`src/rtl/fetch_queue_pkg.sv`:
```
// Shared types for the instruction fetch stage: bus word, fetched-instruction
// record and the default reset PC.
package fetch_queue_pkg;

   typedef logic [31:0] word_t;

   typedef struct packed {
      word_t instr;
      word_t pc;
      logic  fault;
   } fetch_t;

   localparam word_t RESET_PC_DEFAULT = 32'h8000_0000;

endpackage

```
`src/rtl/fetch_queue_if.sv`:
```
// Pipelined Wishbone read bus and the valid/ready pipeline link into decode.
interface wishbone;
   import fetch_queue_pkg::*;

   logic       stb;
   logic       stall;
   logic       ack;
   logic       err;
   logic       we;
   logic [3:0] sel;
   word_t      adr;
   word_t      dat_w;
   word_t      dat_r;

   modport master (output stb, we, sel, adr, dat_w, input stall, ack, err, dat_r);
   modport slave  (input stb, we, sel, adr, dat_w, output stall, ack, err, dat_r);
endinterface

interface pipeline import fetch_queue_pkg::*; #(parameter type T = fetch_t) ();
   logic valid;
   logic ready;
   T     data;

   modport dn (output valid, data, input ready);
   modport up (input valid, data, output ready);
endinterface

```
`src/rtl/fetch_queue_sync_fifo.sv`:
```
// Full-capacity FIFO: pointers carry one extra wrap bit so all DEPTH slots are
// usable and full/empty fall out of the pointer difference.
module sync_fifo #(
   parameter int  DEPTH = 4,
   parameter type T     = logic
) (
   input  logic                       clk,
   input  logic                       rst,
   input  logic                       clear,
   input  logic                       push,
   input  T                           push_data,
   input  logic                       pop,
   output T                           head,
   output logic [$clog2(DEPTH+1)-1:0] count
);
   localparam int AW = $clog2(DEPTH);
   localparam int CW = $clog2(DEPTH+1);
   localparam logic [AW:0] PTR_ONE = (AW+1)'(1);

   T            mem [DEPTH];
   logic [AW:0] wr_ptr;
   logic [AW:0] rd_ptr;

   always_ff @(posedge clk) begin
      if (rst || clear) begin
         wr_ptr <= '0;
         rd_ptr <= '0;
      end else begin
         if (push) wr_ptr <= wr_ptr + PTR_ONE;
         if (pop)  rd_ptr <= rd_ptr + PTR_ONE;
      end
   end

   always_ff @(posedge clk) begin
      if (push && !clear) mem[wr_ptr[AW-1:0]] <= push_data;
   end

   assign head  = mem[rd_ptr[AW-1:0]];
   assign count = CW'(wr_ptr - rd_ptr);

endmodule

```
`src/rtl/fetch_queue.sv`:
```
// Instruction fetch: sequential pipelined bus reads, credit-limited against a
// response FIFO with bypass to decode, exact redirect handling under stall.
module fetch_queue import fetch_queue_pkg::*; #(
   parameter int    DEPTH    = 4,
   parameter word_t RESET_PC = RESET_PC_DEFAULT
) (
   input  logic    clk,
   input  logic    rst,
   input  logic    pc_flush,
   input  word_t   pc_new,
   wishbone.master bus,
   pipeline.dn     dn
);
   localparam int CW = $clog2(DEPTH+1);
   localparam logic [CW:0] CREDIT_MAX = (CW+1)'(DEPTH);

   word_t         pc, resp_pc, flush_pc, pc_tgt;
   logic [CW-1:0] outst, discard, occ, outst_next;
   logic [CW:0]   credit;
   logic          halted, flush_pending, stb_held;
   logic          accept, held_now, flush_now, flush_late;
   logic          resp, drop, fresh, push, pop;
   fetch_t        entry, fifo_head;

   assign pc_tgt     = pc_new & ~32'd3;
   assign credit     = {1'b0, occ} + {1'b0, outst};
   assign bus.adr    = pc;
   assign bus.we     = 1'b0;
   assign bus.sel    = '1;
   assign bus.dat_w  = '0;

   // A request stalled on the bus stays asserted regardless of halt or redirect.
   always_comb begin
      bus.stb     = !rst && (stb_held ||
                    (!halted && discard == '0 && credit < CREDIT_MAX && !pc_flush));
      accept      = bus.stb && !bus.stall;
      held_now    = bus.stb && bus.stall;
      flush_now   = pc_flush && !held_now;
      flush_late  = pc_flush && held_now;
      resp        = bus.ack || bus.err;
      drop        = resp && discard != '0;
      fresh       = resp && discard == '0;
      entry.instr = bus.err ? '0 : bus.dat_r;
      entry.pc    = resp_pc;
      entry.fault = bus.err;
      dn.valid    = !pc_flush && (occ != '0 || fresh);
      dn.data     = (occ != '0) ? fifo_head : entry;
      pop         = dn.valid && dn.ready && occ != '0;
      push        = fresh && !pc_flush && !(occ == '0 && dn.ready);
      outst_next  = outst + CW'(accept) - CW'(resp);
   end

   sync_fifo #(.DEPTH(DEPTH), .T(fetch_t)) u_fifo (
      .clk       (clk),
      .rst       (rst),
      .clear     (pc_flush),
      .push      (push),
      .push_data (entry),
      .pop       (pop),
      .head      (fifo_head),
      .count     (occ)
   );

   always_ff @(posedge clk) begin
      if (rst) begin
         pc            <= RESET_PC;
         resp_pc       <= RESET_PC;
         flush_pc      <= RESET_PC;
         outst         <= '0;
         discard       <= '0;
         halted        <= 1'b0;
         flush_pending <= 1'b0;
         stb_held      <= 1'b0;
      end else begin
         outst    <= outst_next;
         stb_held <= held_now;
         if (fresh)          resp_pc <= resp_pc + 32'd4;
         if (fresh && bus.err) halted <= 1'b1;
         if (pc_flush) begin
            resp_pc <= pc_tgt;
            halted  <= 1'b0;
            discard <= outst_next;
         end else begin
            // the held pre-redirect request is dropped once it is finally taken
            discard <= discard - CW'(drop) + CW'(accept && flush_pending);
         end
         if (flush_now) begin
            pc            <= pc_tgt;
            flush_pending <= 1'b0;
         end else if (flush_late) begin
            flush_pc      <= pc_tgt;
            flush_pending <= 1'b1;
         end else if (accept) begin
            pc            <= flush_pending ? flush_pc : pc + 32'd4;
            flush_pending <= 1'b0;
         end
      end
   end

endmodule

```
`src/flat_wrapper.sv`:
```
// flat-port wrapper written by rule: the top's interface ports become plain ports
module fetch_queue_flat import fetch_queue_pkg::*;
#(
   parameter int    DEPTH    = 4,
   parameter word_t RESET_PC = RESET_PC_DEFAULT
)
  (clk, rst, pc_flush, pc_new, bus_stb, bus_we, bus_sel, bus_adr, bus_dat_w, bus_stall, bus_ack, bus_err, bus_dat_r, dn_valid, dn_data, dn_ready);
  wishbone bus_i ();
  pipeline #(.T(fetch_t)) dn_i ();
  input  logic clk;
  input  logic rst;
  input  logic pc_flush;
  input  word_t pc_new;
  output wire logic [$bits(bus_i.stb)-1:0] bus_stb;
  output wire logic [$bits(bus_i.we)-1:0] bus_we;
  output wire logic [$bits(bus_i.sel)-1:0] bus_sel;
  output wire logic [$bits(bus_i.adr)-1:0] bus_adr;
  output wire logic [$bits(bus_i.dat_w)-1:0] bus_dat_w;
  input wire logic [$bits(bus_i.stall)-1:0] bus_stall;
  input wire logic [$bits(bus_i.ack)-1:0] bus_ack;
  input wire logic [$bits(bus_i.err)-1:0] bus_err;
  input wire logic [$bits(bus_i.dat_r)-1:0] bus_dat_r;
  output wire logic [$bits(dn_i.valid)-1:0] dn_valid;
  output wire logic [$bits(dn_i.data)-1:0] dn_data;
  input wire logic [$bits(dn_i.ready)-1:0] dn_ready;
  assign bus_stb = bus_i.stb;
  assign bus_we = bus_i.we;
  assign bus_sel = bus_i.sel;
  assign bus_adr = bus_i.adr;
  assign bus_dat_w = bus_i.dat_w;
  assign bus_i.stall = bus_stall;
  assign bus_i.ack = bus_ack;
  assign bus_i.err = bus_err;
  assign bus_i.dat_r = bus_dat_r;
  assign dn_valid = dn_i.valid;
  assign dn_data = dn_i.data;
  assign dn_i.ready = dn_ready;
  fetch_queue #(.DEPTH(DEPTH), .RESET_PC(RESET_PC)) u_core (.clk(clk), .rst(rst), .pc_flush(pc_flush), .pc_new(pc_new), .bus(bus_i), .dn(dn_i));
endmodule
```
`config.mk`:
```
export PLATFORM = sky130hd
export DESIGN_NAME = fetch_queue_flat
export DESIGN_NICKNAME = d
export VERILOG_FILES = /design/src/rtl/fetch_queue_pkg.sv /design/src/rtl/fetch_queue_if.sv /design/src/rtl/fetch_queue_sync_fifo.sv /design/src/rtl/fetch_queue.sv /design/src/flat_wrapper.sv
export SDC_FILE = /design/constraint.sdc
export NUM_CORES = 1
export LEC_CHECK = 0
export ABC_AREA = 0
export CAP_MARGIN = 15
export CELL_PAD_IN_SITES_DETAIL_PLACEMENT = 1
export CELL_PAD_IN_SITES_GLOBAL_PLACEMENT = 2
export CORE_ASPECT_RATIO = 1.4
export CORE_MARGIN = 1
export CORE_UTILIZATION = 40
export CTS_CLUSTER_SIZE = 24
export DETAILED_ROUTE_END_ITERATION = 12
export MAX_ROUTING_LAYER = met4
export PLACE_DENSITY_LB_ADDON = 0.1
export SYNTH_ARGS = -nofsm -noshare
export SYNTH_HDL_FRONTEND = slang
export SYNTH_SLANG_ARGS = --single-unit
```
`constraint.sdc`:
```
create_clock -name clk -period 20.4 [get_ports clk]
set_input_delay 6.12 -clock clk [delete_from_list [all_inputs] [get_ports clk]]
set_output_delay 6.12 -clock clk [all_outputs]
set_load 0.01 [all_outputs]
```
# After elaboration in Yosys (flattened, before gate mapping)
# Memories as Yosys holds them, arrays and structs flattened. A register that Yosys moved wholly into a read port is not among the register bits.
# Cells that the tools add are included.
# word_totals
reg_bits	109
ramBits	260
inputBits	71
out_inout_bits	136
elab_cells	83
mem_count	1
# op_classes
n_addsub	10
order_cmp	1
eq_ne	1
muxes	15
bitwise	2
n_reduce_logical	41
# memory_table
memory	depth	width	rd	rd_ports_with_merged_regs	wr	line	rtl
u_core.u_fifo.mem	4	65	1	1	1	fetch_queue_sync_fifo.sv:20	T mem [DEPTH];
# op_table
op	count
32-bit 2-to-1 mux	7
65-bit 2-to-1 mux	1
32-bit by 3-bit adder with 32-bit output (second input constant)	2
1-bit logical AND	19
3-bit by 1-bit adder with 3-bit output	2
3-bit by 1-bit adder with 3-bit output (second input constant)	2
1-bit logical NOT	6
3-bit logical NOT	2
2-bit AND reduction	3
2-bit nonzero test	3
3-bit nonzero test	2
3-bit by 1-bit subtractor with 3-bit output	2
3-bit by 3-bit adder with 4-bit output	1
1-bit logical OR	4
4-bit by 3-bit less-than comparator with 1-bit output (second input constant)	1
1-bit 2-to-1 mux	4
2-bit 2-to-1 mux	2
2-bit OR reduction	2
3-bit 2-to-1 mux	1
3-bit subtractor	1
2-bit by 1-bit inequality test with 1-bit output (second input constant)	1
1-bit NOT	2

# Logic depth before layout (Yosys ltp)
# logic_depth
ltp_word	12
ltp_mapped	16
mapped_depth_nobuf	16

# Hierarchy
# A second synthesis with hierarchy kept.
# unflattened
hier_cells	1383
area_unflattened_um2	16792.4
# by_module_without_submodules
mod	n_inst	cells_each	area_each_um2	seq_area_each_um2
sync_fifo	1	382	9854.5	7967.6
fetch_queue	1	1001	6937.9	2021.9

# Least setup slack after synthesis
# No wires, ideal clock.
# synth_path
path_kind	input to output
start	input port pc_flush
end	output port dn_valid
arrival_ps	6809
required_ps	14280
setup_slack_ps	7471
path_stages	3
n_path_buf	2
cell_sequence	buf_1 -> buf_1 -> a21oi_1
# synth_via
elab_chain_cells	2
# synth_rtl
element	line	rtl
start, declared	flat_wrapper.sv:12	input logic pc_flush;
1-bit logical NOT	fetch_queue.sv:46	dn.valid = !pc_flush && (occ != '0 || fresh);
1-bit logical AND	fetch_queue.sv:46	
end, declared	flat_wrapper.sv:23	output wire logic [$bits(dn_i.valid)-1:0] dn_valid;
# No other way between the ends.

# Worst setup path in the final report
# layout_path
start	input port pc_flush
end	output port bus_stb
# layout_via
elab_chain_cells	4
# layout_rtl
element	line	rtl
1-bit logical NOT	fetch_queue.sv:35	(!halted && discard == '0 && credit < CREDIT_MAX && !pc_flush));
1-bit logical AND	fetch_queue.sv:35	
1-bit logical OR	fetch_queue.sv:34	bus.stb = !rst && (stb_held ||
1-bit logical AND	fetch_queue.sv:34	
end, declared	flat_wrapper.sv:14	output wire logic [$bits(bus_i.stb)-1:0] bus_stb;
# No other way between the ends.

==> qor.txt <==
initial core utilization: 40.8%
First DRT Iteration DRCs: 462
die area: 42200 um2
first-pass GRT wire length: 68200 um
Tightest Pin Transition: 1.01 ns
total grt overflow: 0
CTS root buffer: clkbuf_16
CTS resizes: 0
Clock Latency Late Sink: 0.54 ns
slowest CP cell: clkdlybuf4s50_1
Inst Count DP: 2016
total internal power: 0.00130 W
Leak Pwr: 6.61 nW
Flop pwr share: 48.6%
Critical Path Max Stage Delay: 0.58 ns
PortBufs: 165
switching power: 0.000451 W
CP endpoint kind: primary output
DRT Wirelength: 43500 um
core box area: 40600 um2
synthesized flop and latch total: 361
nets: 1610
crit path DAT: 8.65 ns
fmax: 0.0677 GHz
critical path class: in -> out
Comb pwr share: 13.6%
drt wl/cell: 20.9 um
Syn Area/Cell: 11.9 um2
die width: 174 um
Residual DRC: 0
Clock Sink Count: 361
Worst Path Required: 14.28 ns
Vias/cell: 5.37
largest vdd supply drop: 0.0539 mV
Clock Power Share: 37.8%
power per cell area: 88.7 nW/um2
Post-DP HPWL: 26600 um
# H-tree levels: 2
Max Cap Viol: 0
status: finished clean
Net Sw Frac: 25.8%
Worst Hold Class: reg -> reg
Tot GR Track Use: 21.3%
RSZ-0062 raised after global routing: no
Max-slew headroom: 32.7%
CTS Hold Bufs: 0
Synth Flop Type: edfxtp_1
total design power: 0.00175 W
I/O Pins: 207
Worst-path clk slew: 0.06 ns
placer congestion estimate: 0.764
Post-CTS Setup Bufs: 0
largest net degree at the start of global routing: 64
Worst Path Max Fanout: 60
Fin. Hold Viols: 0
startpoint types: input port
Die Y: 243 um
Tmin final: 14.77 ns
CTS tree: done
post-route ant nets: 0
setup TNS: 0 ns
vias in the first global route: 11800
share of cells above drive strength 1: 10.7%
Final Instance Count excl. Fillers: 2083
Area Growth Syn to Fin: 19.0%
commonest non-fill, non-tap cell in the layout: nand2_1
Initial DRT Pass Iterations: 4
vias: 11200
Worst Skew: 0.0140 ns
EDFF count, synth: 252
async set-or-reset flop fraction in the synthesized netlist: 0%
final setup vio count: 0
Mapped Area: 16600 um2
synth warn: 0
most frequent cells in the layout: nand2_1 (291), edfxtp_1 (252), clkdlybuf4s50_1 (163)
initial antenna violation count: 0
Bufs on Longest Clock Path: 3
reg2reg setup slack: 16.44 ns
CTS buffer count: 38
Cells after Synth: 1387
crit-path cells: clkdlybuf4s50_1, buf_4, inv_1, buf_4, a41oi_1, nor2_1, clkdlybuf4s50_1
Yosys cell types: 73
Std-Cell Rows: 87
Slew Limit Fails: 0
period utilisation layout: 72.4%
sequential area share after synthesis: 58.9%
==> area by class of cell <==
type                            count  area, um2
Antenna cell                        1       2.50
Multi-Input combinational cell    914       6250
Fill cell                        4255      20900
Clock inverter                     20        174
Inverter                           24       90.1
Clock buffer                       46        991
Sequential cell                   361       9760
Timing Repair Buffer              183       1780
Tap cell                          534        668
==> critical path: cells and delay by family <==
kind / cells / cell delay [ns]
buf+inv: 5 / 1.90
compound gates: 1 / 0.31
simple gates: 1 / 0.27
==> kinds of logic after synthesis <==
| group | after synthesis | share of synthesized area (%) |
|---|---|---|
| other | 2 | 0.0453 |
| AND/OR/NAND/NOR | 559 | 16.1 |
| buffers and inverters | 149 | 4.48 |
| XOR/XNOR | 43 | 2.36 |
| flip-flops | 361 | 58.9 |
| multiplexers | 82 | 9.75 |
| adder cells (fa/ha/maj) | 17 | 1.42 |
| AO/OA/AOI/OAI | 174 | 6.96 |
==> worst paths after layout <==
| check | endpoint | startpoint | cells after the start |
|---|---|---|---|
| setup / recovery | bus_stb | pc_flush | 7 |
| hold / removal | u_core.flush_pc[17]$_SDFFE_PP0P_ | u_core.flush_pc[17]$_SDFFE_PP0P_ | 2 |
| setup reg to reg | u_core.u_fifo.mem[1][12]$_DFFE_PP_ | u_core.u_fifo.wr_ptr[0]$_SDFFE_PP0P_ | 10 |
| hold reg to reg | u_core.flush_pc[17]$_SDFFE_PP0P_ | u_core.flush_pc[17]$_SDFFE_PP0P_ | 2 |
==> Yosys cell counts (3+ instances only) <==
cell type	number	area, um2
o21ai_1	12	60.1
or3_1	7	43.8
mux2i_1	14	140
a21oi_1	53	265
a311oi_1	15	131
nor4_1	5	31.3
nor2_1	76	285
a22oi_1	6	45.0
mux4_2	63	1420
dfxtp_1	109	2180
mux2_1	4	45.0
xor2_1	7	61.3
nand4_1	24	150
inv_1	23	86.3
a211oi_1	24	180
nor3_1	8	40.0
buf_4	39	293
nand2b_1	13	81.3
a31oi_1	4	25.0
buf_2	14	70.1
o22ai_1	7	43.8
nor3b_1	4	30.0
clkbuf_1	63	236
nor3_2	6	60.1
o21ai_0	15	75.1
o31ai_1	4	30.0
nor2b_1	44	275
fa_1	3	60.1
buf_1	7	26.3
and4_1	12	105
a32oi_1	3	26.3
xnor2_1	35	307
nand3_1	29	145
and3_1	9	56.3
edfxtp_1	252	7570
o211ai_1	8	60.1
and2_1	13	81.3
nor4_2	8	100
nand2_1	291	1090
ha_1	14	175
==> sequential cells by signal (all words and copies together), names as in the netlist, named ones only <==
register	cells
u_core.flush_pc	30
u_core.stb_held	1
u_core.u_fifo.mem	252
u_core.bus.adr	32
u_core.u_fifo.wr_ptr	3
u_core.discard	3
u_core.halted	1
u_core.u_fifo.rd_ptr	3
u_core.resp_pc	30
u_core.outst	3
u_core.flush_pending	1
==> per-stage QoR <==
step                      hold WS (ns)  worst slack, ns  util (%)  instance area, um2
after global routing             0.472             5.43      48.5               19700
after detailed placement         0.444             5.60      45.7               18500
final                            0.450             5.63      48.5               19700
after CTS                        0.452             5.59      48.5               19700
after global placement           0.437             5.62      45.7               18500
after floorplan                  0.431             7.47         -               16700
==> layer usage <==
layer / wire length [um] / global-route usage, % / part of all wire [%]
met5: 0 / - / 0
met4: 964 / 5.93 / 2.2
met3: 1630 / 2.55 / 3.7
met2: 22000 / 37.3 / 51
met1: 18900 / 25.8 / 43
==> power groups by stage <==
| stage | Combinational [W] | Clock [W] | Sequential [W] |
|---|---|---|---|
| 2_1_floorplan | 0.000140 | 0 | 0.000856 |
| 3_3_place_gp | 0.000237 | 0 | 0.000863 |
| 3_5_place_dp | 0.000241 | 0 | 0.000865 |
| 4_1_cts | 0.000243 | 0.000680 | 0.000850 |
| 5_1_grt | 0.000262 | 0.000702 | 0.000854 |
| 6_report | 0.000238 | 0.000660 | 0.000850 |
(Power assumes the default switching activity.)
